### config.mk
export PLATFORM = sky130hd
export DESIGN_NAME = axil_cfg_master
export DESIGN_NICKNAME = d
export VERILOG_FILES = /design/src/rtl/axil_cfg_master.sv
export SDC_FILE = /design/constraint.sdc
export NUM_CORES = 1
export LEC_CHECK = 0
export ABC_AREA = 0
export BUFFER_PORTS_ARGS = -buffer_cell sky130_fd_sc_hd__buf_4
export CORE_AREA = 2 2 117 119
export DETAILED_ROUTE_END_ITERATION = 10
export DIE_AREA = 0 0 119 121
export PLACE_DENSITY = 0.76
export SYNTH_ARGS = -nofsm -noshare
export SYNTH_HDL_FRONTEND = slang
export SYNTH_SLANG_ARGS = --single-unit
### constraint.sdc
create_clock -name clk -period 4.4 [get_ports clk]
set_input_delay 0.88 -clock clk [delete_from_list [all_inputs] [get_ports clk]]
set_output_delay 0.88 -clock clk [all_outputs]
set_load 0.05 [all_outputs]
### src/rtl/axil_cfg_master.sv
// rtl/axil_cfg_master.sv - AXI4-Lite initiator for single-beat register commands
// One transaction in flight; response carries resp, read data and latency.
module axil_cfg_master #(
  parameter int ADDR_WIDTH = 40,
  parameter int DATA_WIDTH = 32,
  parameter int STRB_WIDTH = DATA_WIDTH/8,
  parameter int CNT_WIDTH  = 16
) (
  input  logic                  clk,
  input  logic                  rst,
  input  logic                  cmd_valid,
  output logic                  cmd_ready,
  input  logic                  cmd_we,
  input  logic [ADDR_WIDTH-1:0] cmd_addr,
  input  logic [DATA_WIDTH-1:0] cmd_wdata,
  input  logic [STRB_WIDTH-1:0] cmd_wstrb,
  output logic                  rsp_valid,
  input  logic                  rsp_ready,
  output logic                  rsp_we,
  output logic [DATA_WIDTH-1:0] rsp_rdata,
  output logic [1:0]            rsp_resp,
  output logic [CNT_WIDTH-1:0]  rsp_cycles,
  output logic [ADDR_WIDTH-1:0] m_axil_awaddr,
  output logic [2:0]            m_axil_awprot,
  output logic                  m_axil_awvalid,
  input  logic                  m_axil_awready,
  output logic [DATA_WIDTH-1:0] m_axil_wdata,
  output logic [STRB_WIDTH-1:0] m_axil_wstrb,
  output logic                  m_axil_wvalid,
  input  logic                  m_axil_wready,
  input  logic [1:0]            m_axil_bresp,
  input  logic                  m_axil_bvalid,
  output logic                  m_axil_bready,
  output logic [ADDR_WIDTH-1:0] m_axil_araddr,
  output logic [2:0]            m_axil_arprot,
  output logic                  m_axil_arvalid,
  input  logic                  m_axil_arready,
  input  logic [DATA_WIDTH-1:0] m_axil_rdata,
  input  logic [1:0]            m_axil_rresp,
  input  logic                  m_axil_rvalid,
  output logic                  m_axil_rready
);

  typedef enum logic [2:0] {
    S_IDLE, S_WR_ADDR, S_WR_RESP, S_RD_ADDR, S_RD_DATA, S_RSP
  } state_t;

  state_t                state_q, state_d;
  logic [ADDR_WIDTH-1:0] addr_q, addr_d;
  logic [DATA_WIDTH-1:0] wdata_q, wdata_d;
  logic [STRB_WIDTH-1:0] wstrb_q, wstrb_d;
  logic                  we_q, we_d;
  logic                  aw_done_q, aw_done_d;
  logic                  w_done_q, w_done_d;
  logic [DATA_WIDTH-1:0] rdata_q, rdata_d;
  logic [1:0]            resp_q, resp_d;
  logic [CNT_WIDTH-1:0]  cnt_q, cnt_d;
  logic [CNT_WIDTH-1:0]  cnt_inc;
  logic                  aw_hs, w_hs;

  // Saturating latency count; all-ones sticks.
  assign cnt_inc = (cnt_q == {CNT_WIDTH{1'b1}}) ? cnt_q : cnt_q + CNT_WIDTH'(1);

  assign m_axil_awvalid = (state_q == S_WR_ADDR) && !aw_done_q;
  assign m_axil_wvalid  = (state_q == S_WR_ADDR) && !w_done_q;
  assign m_axil_bready  = (state_q == S_WR_RESP);
  assign m_axil_arvalid = (state_q == S_RD_ADDR);
  assign m_axil_rready  = (state_q == S_RD_DATA);
  assign cmd_ready      = (state_q == S_IDLE);
  assign rsp_valid      = (state_q == S_RSP);

  assign aw_hs = m_axil_awvalid && m_axil_awready;
  assign w_hs  = m_axil_wvalid && m_axil_wready;

  assign m_axil_awaddr = addr_q;
  assign m_axil_araddr = addr_q;
  assign m_axil_awprot = 3'b000;
  assign m_axil_arprot = 3'b000;
  assign m_axil_wdata  = wdata_q;
  assign m_axil_wstrb  = wstrb_q;
  assign rsp_we        = we_q;
  assign rsp_rdata     = rdata_q;
  assign rsp_resp      = resp_q;
  assign rsp_cycles    = cnt_q;

  always_comb begin
    state_d   = state_q;
    addr_d    = addr_q;
    wdata_d   = wdata_q;
    wstrb_d   = wstrb_q;
    we_d      = we_q;
    aw_done_d = aw_done_q;
    w_done_d  = w_done_q;
    rdata_d   = rdata_q;
    resp_d    = resp_q;
    cnt_d     = cnt_q;
    case (state_q)
      S_IDLE: begin
        if (cmd_valid) begin
          addr_d    = cmd_addr;
          wdata_d   = cmd_wdata;
          wstrb_d   = cmd_wstrb;
          we_d      = cmd_we;
          aw_done_d = 1'b0;
          w_done_d  = 1'b0;
          cnt_d     = '0;
          state_d   = cmd_we ? S_WR_ADDR : S_RD_ADDR;
        end
      end
      S_WR_ADDR: begin
        cnt_d = cnt_inc;
        if (aw_hs) aw_done_d = 1'b1;
        if (w_hs)  w_done_d  = 1'b1;
        if ((aw_done_q || aw_hs) && (w_done_q || w_hs)) state_d = S_WR_RESP;
      end
      S_WR_RESP: begin
        cnt_d = cnt_inc;
        if (m_axil_bvalid) begin
          resp_d  = m_axil_bresp;
          rdata_d = '0;
          state_d = S_RSP;
        end
      end
      S_RD_ADDR: begin
        cnt_d = cnt_inc;
        if (m_axil_arready) state_d = S_RD_DATA;
      end
      S_RD_DATA: begin
        cnt_d = cnt_inc;
        if (m_axil_rvalid) begin
          rdata_d = m_axil_rdata;
          resp_d  = m_axil_rresp;
          state_d = S_RSP;
        end
      end
      S_RSP: begin
        if (rsp_ready) state_d = S_IDLE;
      end
      default: state_d = S_IDLE;
    endcase
  end

  always_ff @(posedge clk) begin
    if (rst) begin
      state_q   <= S_IDLE;
      addr_q    <= '0;
      wdata_q   <= '0;
      wstrb_q   <= '0;
      we_q      <= 1'b0;
      aw_done_q <= 1'b0;
      w_done_q  <= 1'b0;
      rdata_q   <= '0;
      resp_q    <= '0;
      cnt_q     <= '0;
    end else begin
      state_q   <= state_d;
      addr_q    <= addr_d;
      wdata_q   <= wdata_d;
      wstrb_q   <= wstrb_d;
      we_q      <= we_d;
      aw_done_q <= aw_done_d;
      w_done_q  <= w_done_d;
      rdata_q   <= rdata_d;
      resp_q    <= resp_d;
      cnt_q     <= cnt_d;
    end
  end

endmodule

Word level (Yosys, flattened, before mapping)
Cells that the tools add are included.
{"block": "op_classes", "reduce_logical": 20, "add_sub_neg": 1, "n_eq_ne": 15, "n_mux": 22}
{"cell": "$mux 32", "count": 2}
{"cell": "$pmux 32 s2", "count": 1}
{"cell": "$mux 16", "count": 2}
{"cell": "$pmux 16 s2", "count": 1}
{"cell": "$mux 3", "count": 6}
{"cell": "$pmux 3 s6", "count": 1}
{"cell": "$add 16x1->16 const B", "count": 1}
{"cell": "$eq 16x16->1 const B", "count": 1}
{"cell": "$ne 2x2->1 const B", "count": 6}
{"cell": "$reduce_and 3->1", "count": 4}
{"cell": "$eq 3x2->1 const B", "count": 2}
{"cell": "$eq 3x3->1 const B", "count": 2}
{"cell": "$mux 2", "count": 3}
{"cell": "$ne 2x1->1 const B", "count": 3}
{"cell": "$reduce_and 6->1", "count": 1}
{"cell": "$reduce_bool 2->1", "count": 3}
{"cell": "$logic_and 1x1->1", "count": 5}
{"cell": "$pmux 1 s2", "count": 2}
{"cell": "$pmux 2 s2", "count": 1}
{"cell": "$reduce_or 4->1", "count": 1}
{"cell": "$eq 3x1->1 const B", "count": 1}
{"cell": "$logic_not 3->1", "count": 1}
{"cell": "$mux 1", "count": 3}
{"cell": "$logic_not 1->1", "count": 2}
{"cell": "2 further kinds", "count": 3}
{"block": "totals", "reg_bits": 132, "word_cells": 68, "input_bits": 122, "out_inout_bits": 180}

Longest topological paths before layout
Gate-level depths: netlist (run 1).
{"block": "logic_depth", "word_depth": 7, "ltp_mapped": 8, "depth_no_buf": 6}

Worst setup path after synthesis (run 1)
OpenSTA, ideal clock, no wires.
{"block": "synth_path", "kind": "register to output", "startpoint": "register state_q[0]", "endpoint": "output port m_axil_awvalid", "path_stages_with_launch": 5, "slack_ns": 1.690, "n_path_buf": 2, "required_time_ns": 3.520, "arrival_ns": 1.830, "cell_sequence": "dfxtp_1 > buf_6 > clkbuf_1 > or3b_2 > nor2_1"}
{"block": "synth_between", "elab_chain_cells": 2}
{"item": "start: declaration", "line_no": "48", "source": "state_t state_q, state_d;"}
{"item": "start signal: assignment", "line_no": "156", "source": "state_q <= state_d;"}
{"item": "$eq 3x1->1", "line_no": "64", "source": "assign m_axil_awvalid = (state_q == S_WR_ADDR) && !aw_done_q;"}
{"item": "$logic_and 1x1->1", "line_no": "64"}
{"item": "end: declaration", "line_no": "25", "source": "output logic m_axil_awvalid,"}
Every way passes these cells.

Worst setup path in the final report (run 1)
{"block": "layout_path", "startpoint": "register state_q[2]", "endpoint": "output port m_axil_rready"}
{"block": "layout_between", "elab_chain_cells": 1}
{"item": "$eq 3x3->1", "line_no": "68", "source": "assign m_axil_rready = (state_q == S_RD_DATA);"}
{"item": "end: declaration", "line_no": "41", "source": "output logic m_axil_rready"}
Every way passes these cells.

==> results.py, run 1 <==
metrics = {
    "yosys": {
        "ys_ff_latch": 132,
        "synth_cell_type_count": 54,
        "synth_commonest_cells": "199 x nand2_1, 132 x dfxtp_1, 115 x a21oi_1",
        "yosysMostFrequentCell": "nand2_1",
        "async_flop_share_pct": 0,
        "synth_area_mm2": 0.00546,
        "synth_top_area_share_pct": 48.4,
        "synthFlopType": "dfxtp_1",
        "synth.largest_area_cell": "dfxtp_1",
        "syn-instance-count": 680,
        "synth_edf_count": 0,
        "synth_area_leaders": "dfxtp_1 48%, nand2_1 14%, a21oi_1 11%",
        "seq_area_frac_synth_pct": 48.4,
        "postSynthAreaPerCell_um2": 8.03,
        "yosys_warnings": 0,
    },
    "grt": {
        "busiest_layer": "met2",
        "use_met2_pct": 38.0,
        "met1_usage_pct": 24.5,
        "antenna_found_initial": 0,
        "use_met3_pct": 5.97,
        "grt_pass1_wl_um": 24700,
        "grt_pass1_vias": 4834,
        "grt_max_degree": 78,
        "grtUsageTotal_pct": 21.6,
        "overflow": 0,
    },
    "drt": {
        "dr_total_vias": 5325,
        "via_per_inst": 4.84,
        "avgRoutedWirePerCell_um": 14.4,
        "drcViolationCount": 0,
        "drt.antenna.violating_nets": 0,
        "dr.pass1.iters": 4,
        "first_iter_violations": 324,
        "drt_wl_total_um": 15900,
    },
    "timing": {
        "slew_viol_final": 0,
        "hold_viol": 0,
        "fin_ws_ns": 1.45,
        "fin_setup_tns_ns": 0,
        "fmaxAchievable_mhz": 339,
        "rsz0062_at_grt": "false",
        "finalSetupViolCount": 0,
        "worst_slew_pin_slew_ns": 1.02,
        "finalCritPeriodShare_pct": 67.1,
        "skew_ns": 0.00746,
        "maxSlewHeadroom_pct": 31.7,
        "min_period_ns": 2.95,
    },
    "floorplan": {
        "core_region_area_mm2": 0.0131,
        "die_area_mm2": 0.0144,
        "dieHeight_um": 121,
        "rows": 42,
        "ios": 302,
        "start_util_pct": 41.7,
        "dieWidth_um": 119,
    },
    "setup_path": {
        "setup.worst_path.start_class": "flip-flop",
        "cpMaxStageDelayCell": "dfxtp_1",
        "worstPathCellList": "nor2b_1, nor2b_2, buf_4, buf_4",
        "crit_fanout": 35,
        "end_kind": "output pin",
        "cp.arrival_ns": 2.07,
        "cp_common_cell": "buf_4",
        "cp_data_required_time_ns": 3.52,
        "cp_slowest_stage_delay_ns": 0.57,
        "worstSetupPathType": "flip-flop to output pin",
    },
    "pwr": {
        "power_frac_seq_pct": 37.6,
        "internal_power_mw": 2.37,
        "p_clk_share_pct": 38.4,
        "swShare_pct": 32.6,
        "vdd_drop_max_mv": 0.244,
        "leakage_nw": 3.48,
        "switchingPower_mw": 1.15,
        "power_frac_comb_pct": 24.1,
        "powerDensity_mw_per_mm2": 441,
    },
    "cts": {
        "clockBufferDepth": 2,
        "insertion_delay_ns": 0.42,
        "clk_pin_slew_ns": 0.06,
        "cts_buffers": 17,
        "cts.sinks": 132,
        "h-tree-depth": 4,
        "cts_tree": "built",
        "postCtsHoldBufs": 0,
        "cts-root-buf": "clkbuf_16",
        "postCtsSetupBuffers": 0,
        "cts_resized": 0,
    },
    "finish": {
        "regArea_mm2": 0.00264,
        "antennaDiodeCount": 0,
        "multi_input_area_mm2": 0.00229,
        "fill_cells": 1184,
        "nets": 1035,
        "syn2layout_area_growth_pct": 46.1,
        "drive_gt1_share_pct": 37.1,
    },
    "place": {
        "port_buffers": 295,
        "place.gp.congestion": 0.814,
        "dp_hpwl_um": 11200,
        "pre_cts_slack_ns": 1.87,
    },
    "outcome": {
        "status": "finished, final reports clean",
    },
    "min_path": {
        "hold_class": "flip-flop to flip-flop",
    },
    "run": {
        "drv_cap": 0,
    },
}
layer usage:
layer	vias up	wire, µm
met2	211	8050
li1	2677	-
met5	-	0
met3	36	1090
met4	0	500
met1	2401	6260
final timing paths:
path	startpoint	depth (start not counted)	endpoint	slack [ns]
max	state_q[2]	4	m_axil_rready	1.45
min	rsp_rdata[6]	2	rsp_rdata[6]	0.45
max reg2reg	state_q[0]	5	m_axil_wdata[19]	2.10
min reg2reg	rsp_rdata[6]	2	rsp_rdata[6]	0.45
cells in the final DEF, fill, tap and decap left out, types with 4 or more instances in the layout:
cell       instances
clkbuf_1           4
dfxtp_1          132
buf_4            300
nand2_1          198
conb_1             6
clkinv_2           5
a211oi_1           6
nor3_1             5
xor2_1             5
nand3_1           38
a21oi_1          115
o21ai_0            4
o211ai_1           4
xnor2_1            4
nor2_1            22
clkbuf_16         17
registers in the layout, summed over array words and instances (netlist names):
register,count
rsp_we,1
m_axil_wstrb,4
rsp_cycles,16
w_done_q,1
state_q,3
rsp_resp,2
m_axil_wdata,32
m_axil_araddr,40
rsp_rdata,32
aw_done_q,1
cell families (layout without fill, tap and decap cells):
family          after synthesis  count (layout)  share of synthesized area [%]
compound gates              142             142                           14.7
fa+ha+maj                     1               1                          0.229
mux                           5               5                           1.17
other cells                   1               6                         0.0687
buf+inv                      95             335                           10.2
xor+xnor                      9               9                           1.44
simple gates                295             295                           23.9
flops                       132             132                           48.4
cell type report:
class                      count  area share (%)
multi-input combinational    458            28.7
tap                          176            2.76
timing repair buffer         300            28.2
clock inverter                10            1.35
clock buffer                  22            5.69
sequential                   132            33.1
inverter                       3           0.141
power groups by stage:
stage / clock (mW) / sequential (mW) / combinational, mW
6_report: 1.35 / 1.32 / 0.846
5_1_grt: 1.43 / 1.33 / 0.893
4_1_cts: 1.37 / 1.32 / 0.852
3_5_place_dp: 0 / 1.35 / 0.851
3_3_place_gp: 0 / 1.34 / 0.846
2_1_floorplan: 0 / 1.55 / 0.400
critical path: cells and delay by family (launching register included):
family        cells  cell delay, ns
flops             1            0.57
simple gates      2            0.45
buf+inv           2            0.62
stage by stage:
| stage | hold WS (ns) | cells | area (µm²) | util [%] | power [mW] |
|---|---|---|---|---|---|
| after floorplan | 0.459 | 685 | 5480 | - | 1.95 |
| after global placement | 0.439 | 1069 | 7410 | 56.7 | 2.19 |
| after detailed placement | 0.444 | 1069 | 7410 | 56.7 | 2.20 |
| after CTS | 0.451 | 1101 | 7980 | 61.0 | 3.55 |
| after global routing | 0.468 | 1101 | 7980 | 61.0 | 3.65 |
| final | 0.452 | 1101 | 7980 | 61.0 | 3.52 |
Power figures use the tool's default switching activity.
==> run 2, diff against run 1 <==
- CORE_AREA: 2 2 117 119 -> not set
- CORE_UTILIZATION: not set -> 40
- DIE_AREA: 0 0 119 121 -> not set
- clock period: 4.4 -> 2.6 ns (I/O delays scaled with it)
==> results.py, run 2 (synthesis results as in run 1) <==
metrics = {
    "outcome": {
        "status": "finished, final reports clean",
    },
    "drt": {
        "via_per_inst": 4.87,
        "drt_wl_total_um": 15600,
        "dr_total_vias": 5391,
        "drcViolationCount": 0,
        "avgRoutedWirePerCell_um": 14.1,
        "first_iter_violations": 271,
        "dr.pass1.iters": 4,
        "drt.antenna.violating_nets": 0,
    },
    "timing": {
        "slew_viol_final": 0,
        "fmaxAchievable_mhz": 444,
        "finalSetupViolCount": 0,
        "worst_slew_pin_slew_ns": 1.03,
        "hold_viol": 0,
        "min_period_ns": 2.25,
        "maxSlewHeadroom_pct": 31.3,
        "fin_setup_tns_ns": 0,
        "rsz0062_at_grt": "false",
        "skew_ns": 0.00670,
        "finalCritPeriodShare_pct": 86.6,
    },
    "place": {
        "place.gp.congestion": 0.848,
        "dp_hpwl_um": 11300,
        "dp_cells": 1074,
        "dpl_cell_area_mm2": 0.00746,
        "port_buffers": 295,
    },
    "grt": {
        "grt_pass1_wl_um": 23800,
        "grt_max_degree": 57,
        "grt_pass1_vias": 4779,
        "antenna_found_initial": 0,
        "grtUsageTotal_pct": 21.4,
        "overflow": 0,
    },
    "setup_path": {
        "cp_data_required_time_ns": 2.08,
        "cpMaxStageDelayCell": "dfxtp_1",
        "worstSetupPathType": "flip-flop to output pin",
        "reg2reg_to": "rsp_rdata[8]",
        "reg2reg_slack_ns": 0.44,
        "worstReg2RegStart": "state_q[1]",
        "end_kind": "output pin",
        "cp_slowest_stage_delay_ns": 0.56,
        "worstPathCellList": "nor2b_1, nor2b_2, buf_4",
        "reg2reg_depth": 5,
        "setup.worst_path.start_class": "flip-flop",
        "crit_buf_inv": 1,
        "crit_fanout": 12,
        "cp.arrival_ns": 1.73,
        "critPathTopFamily": "flip-flops",
    },
    "pwr": {
        "power_frac_comb_pct": 24.0,
        "power_frac_seq_pct": 36.8,
        "internal_power_mw": 4.11,
        "swShare_pct": 32.1,
        "p_clk_share_pct": 39.1,
        "powerDensity_mw_per_mm2": 751,
        "total_power_mw": 6.05,
        "switchingPower_mw": 1.94,
        "vdd_drop_max_mv": 0.497,
        "leakage_nw": 3.53,
    },
    "cts": {
        "clockBufferDepth": 2,
        "cts-root-buf": "clkbuf_16",
        "postCtsSetupBuffers": 0,
        "cts_buffers": 17,
        "cts_tree": "built",
        "clk_pin_slew_ns": 0.06,
        "h-tree-depth": 4,
        "cts_resized": 0,
        "cts.sinks": 132,
        "insertion_delay_ns": 0.42,
        "postCtsHoldBufs": 0,
    },
    "finish": {
        "multi_input_area_mm2": 0.00229,
        "design_area_mm2": 0.00806,
        "mostFrequentLayoutCell": "buf_4",
        "instances_no_fill": 1106,
        "most-common-layout-cells": "304 x buf_4, 198 x nand2_1, 132 x dfxtp_1",
        "fill_cells": 1194,
        "syn2layout_area_growth_pct": 47.5,
        "nets": 1040,
        "antennaDiodeCount": 0,
        "regArea_mm2": 0.00264,
        "drive_gt1_share_pct": 37.5,
        "largest_reg_flops": 40,
    },
    "floorplan": {
        "core_region_area_mm2": 0.0133,
        "start_util_pct": 41.1,
        "dieHeight_um": 119,
        "dieWidth_um": 119,
        "ios": 302,
        "die_area_mm2": 0.0141,
        "rows": 42,
    },
    "min_path": {
        "whs_path_depth": 3,
        "holdCritStartpoint": "m_axil_wready",
        "min_to": "w_done_q",
        "hold_class": "input pin to flip-flop",
    },
    "run": {
        "drv_cap": 0,
    },
}
==> run 2: worst register-to-register path: stages, from the launching register on <==
cell	delay [ns]
dfxtp_1	0.61
nor2b_1	0.18
nand2_1	0.19
a21o_1	0.82
nand2_1	0.13
a21oi_1	0.17
==> run 2: power by group through the flow <==
stage	Sequential [mW]	Clock, mW	Combinational (mW)
finish	2.23	2.37	1.45
global route	2.24	2.51	1.53
CTS	2.23	2.41	1.46
detailed placement	2.27	0	1.46
global placement	2.27	0	1.45
floorplan	2.62	0	0.677
==> run 2: worst max path at each step <==
stage	depth (start not counted)	startpoint	end	slack [ns]
3_3_place_gp	5	state_q[2]	rsp_rdata[30]	0.51
3_5_place_dp	5	state_q[2]	rsp_rdata[17]	0.47
6_report	3	state_q[2]	m_axil_rready	0.35
4_1_cts	3	state_q[2]	m_axil_rready	0.33
2_1_floorplan	4	state_q[0]	m_axil_awvalid	0.25
5_1_grt	5	state_q[1]	rsp_rdata[27]	0.20
==> run 2: through the flow <==
stage	worst slack [ns]	utilization [%]	hold slack (ns)
2_1_floorplan	0.250	-	0.459
3_3_place_gp	0.509	56.1	0.439
3_5_place_dp	0.472	56.1	0.446
4_1_cts	0.332	60.6	0.326
5_1_grt	0.195	60.6	0.343
6_report	0.347	60.6	0.342
==> run 2: cell type report <==
type	count	share of cell area (%)
Sequential cell	132	32.8
Timing Repair Buffer	305	28.6
Multi-Input combinational cell	458	28.4
Clock buffer	24	6.10
Tap cell	176	2.73
Clock inverter	8	1.23
Inverter	3	0.140
==> run 2: layer usage <==
layer	track usage, %	vias to the layer above	wire, µm
met3	5.51	30	1030
li1	-	2689	-
met1	24.3	2459	6270
met5	0	-	0
met4	10.8	0	451
met2	37.1	213	7810
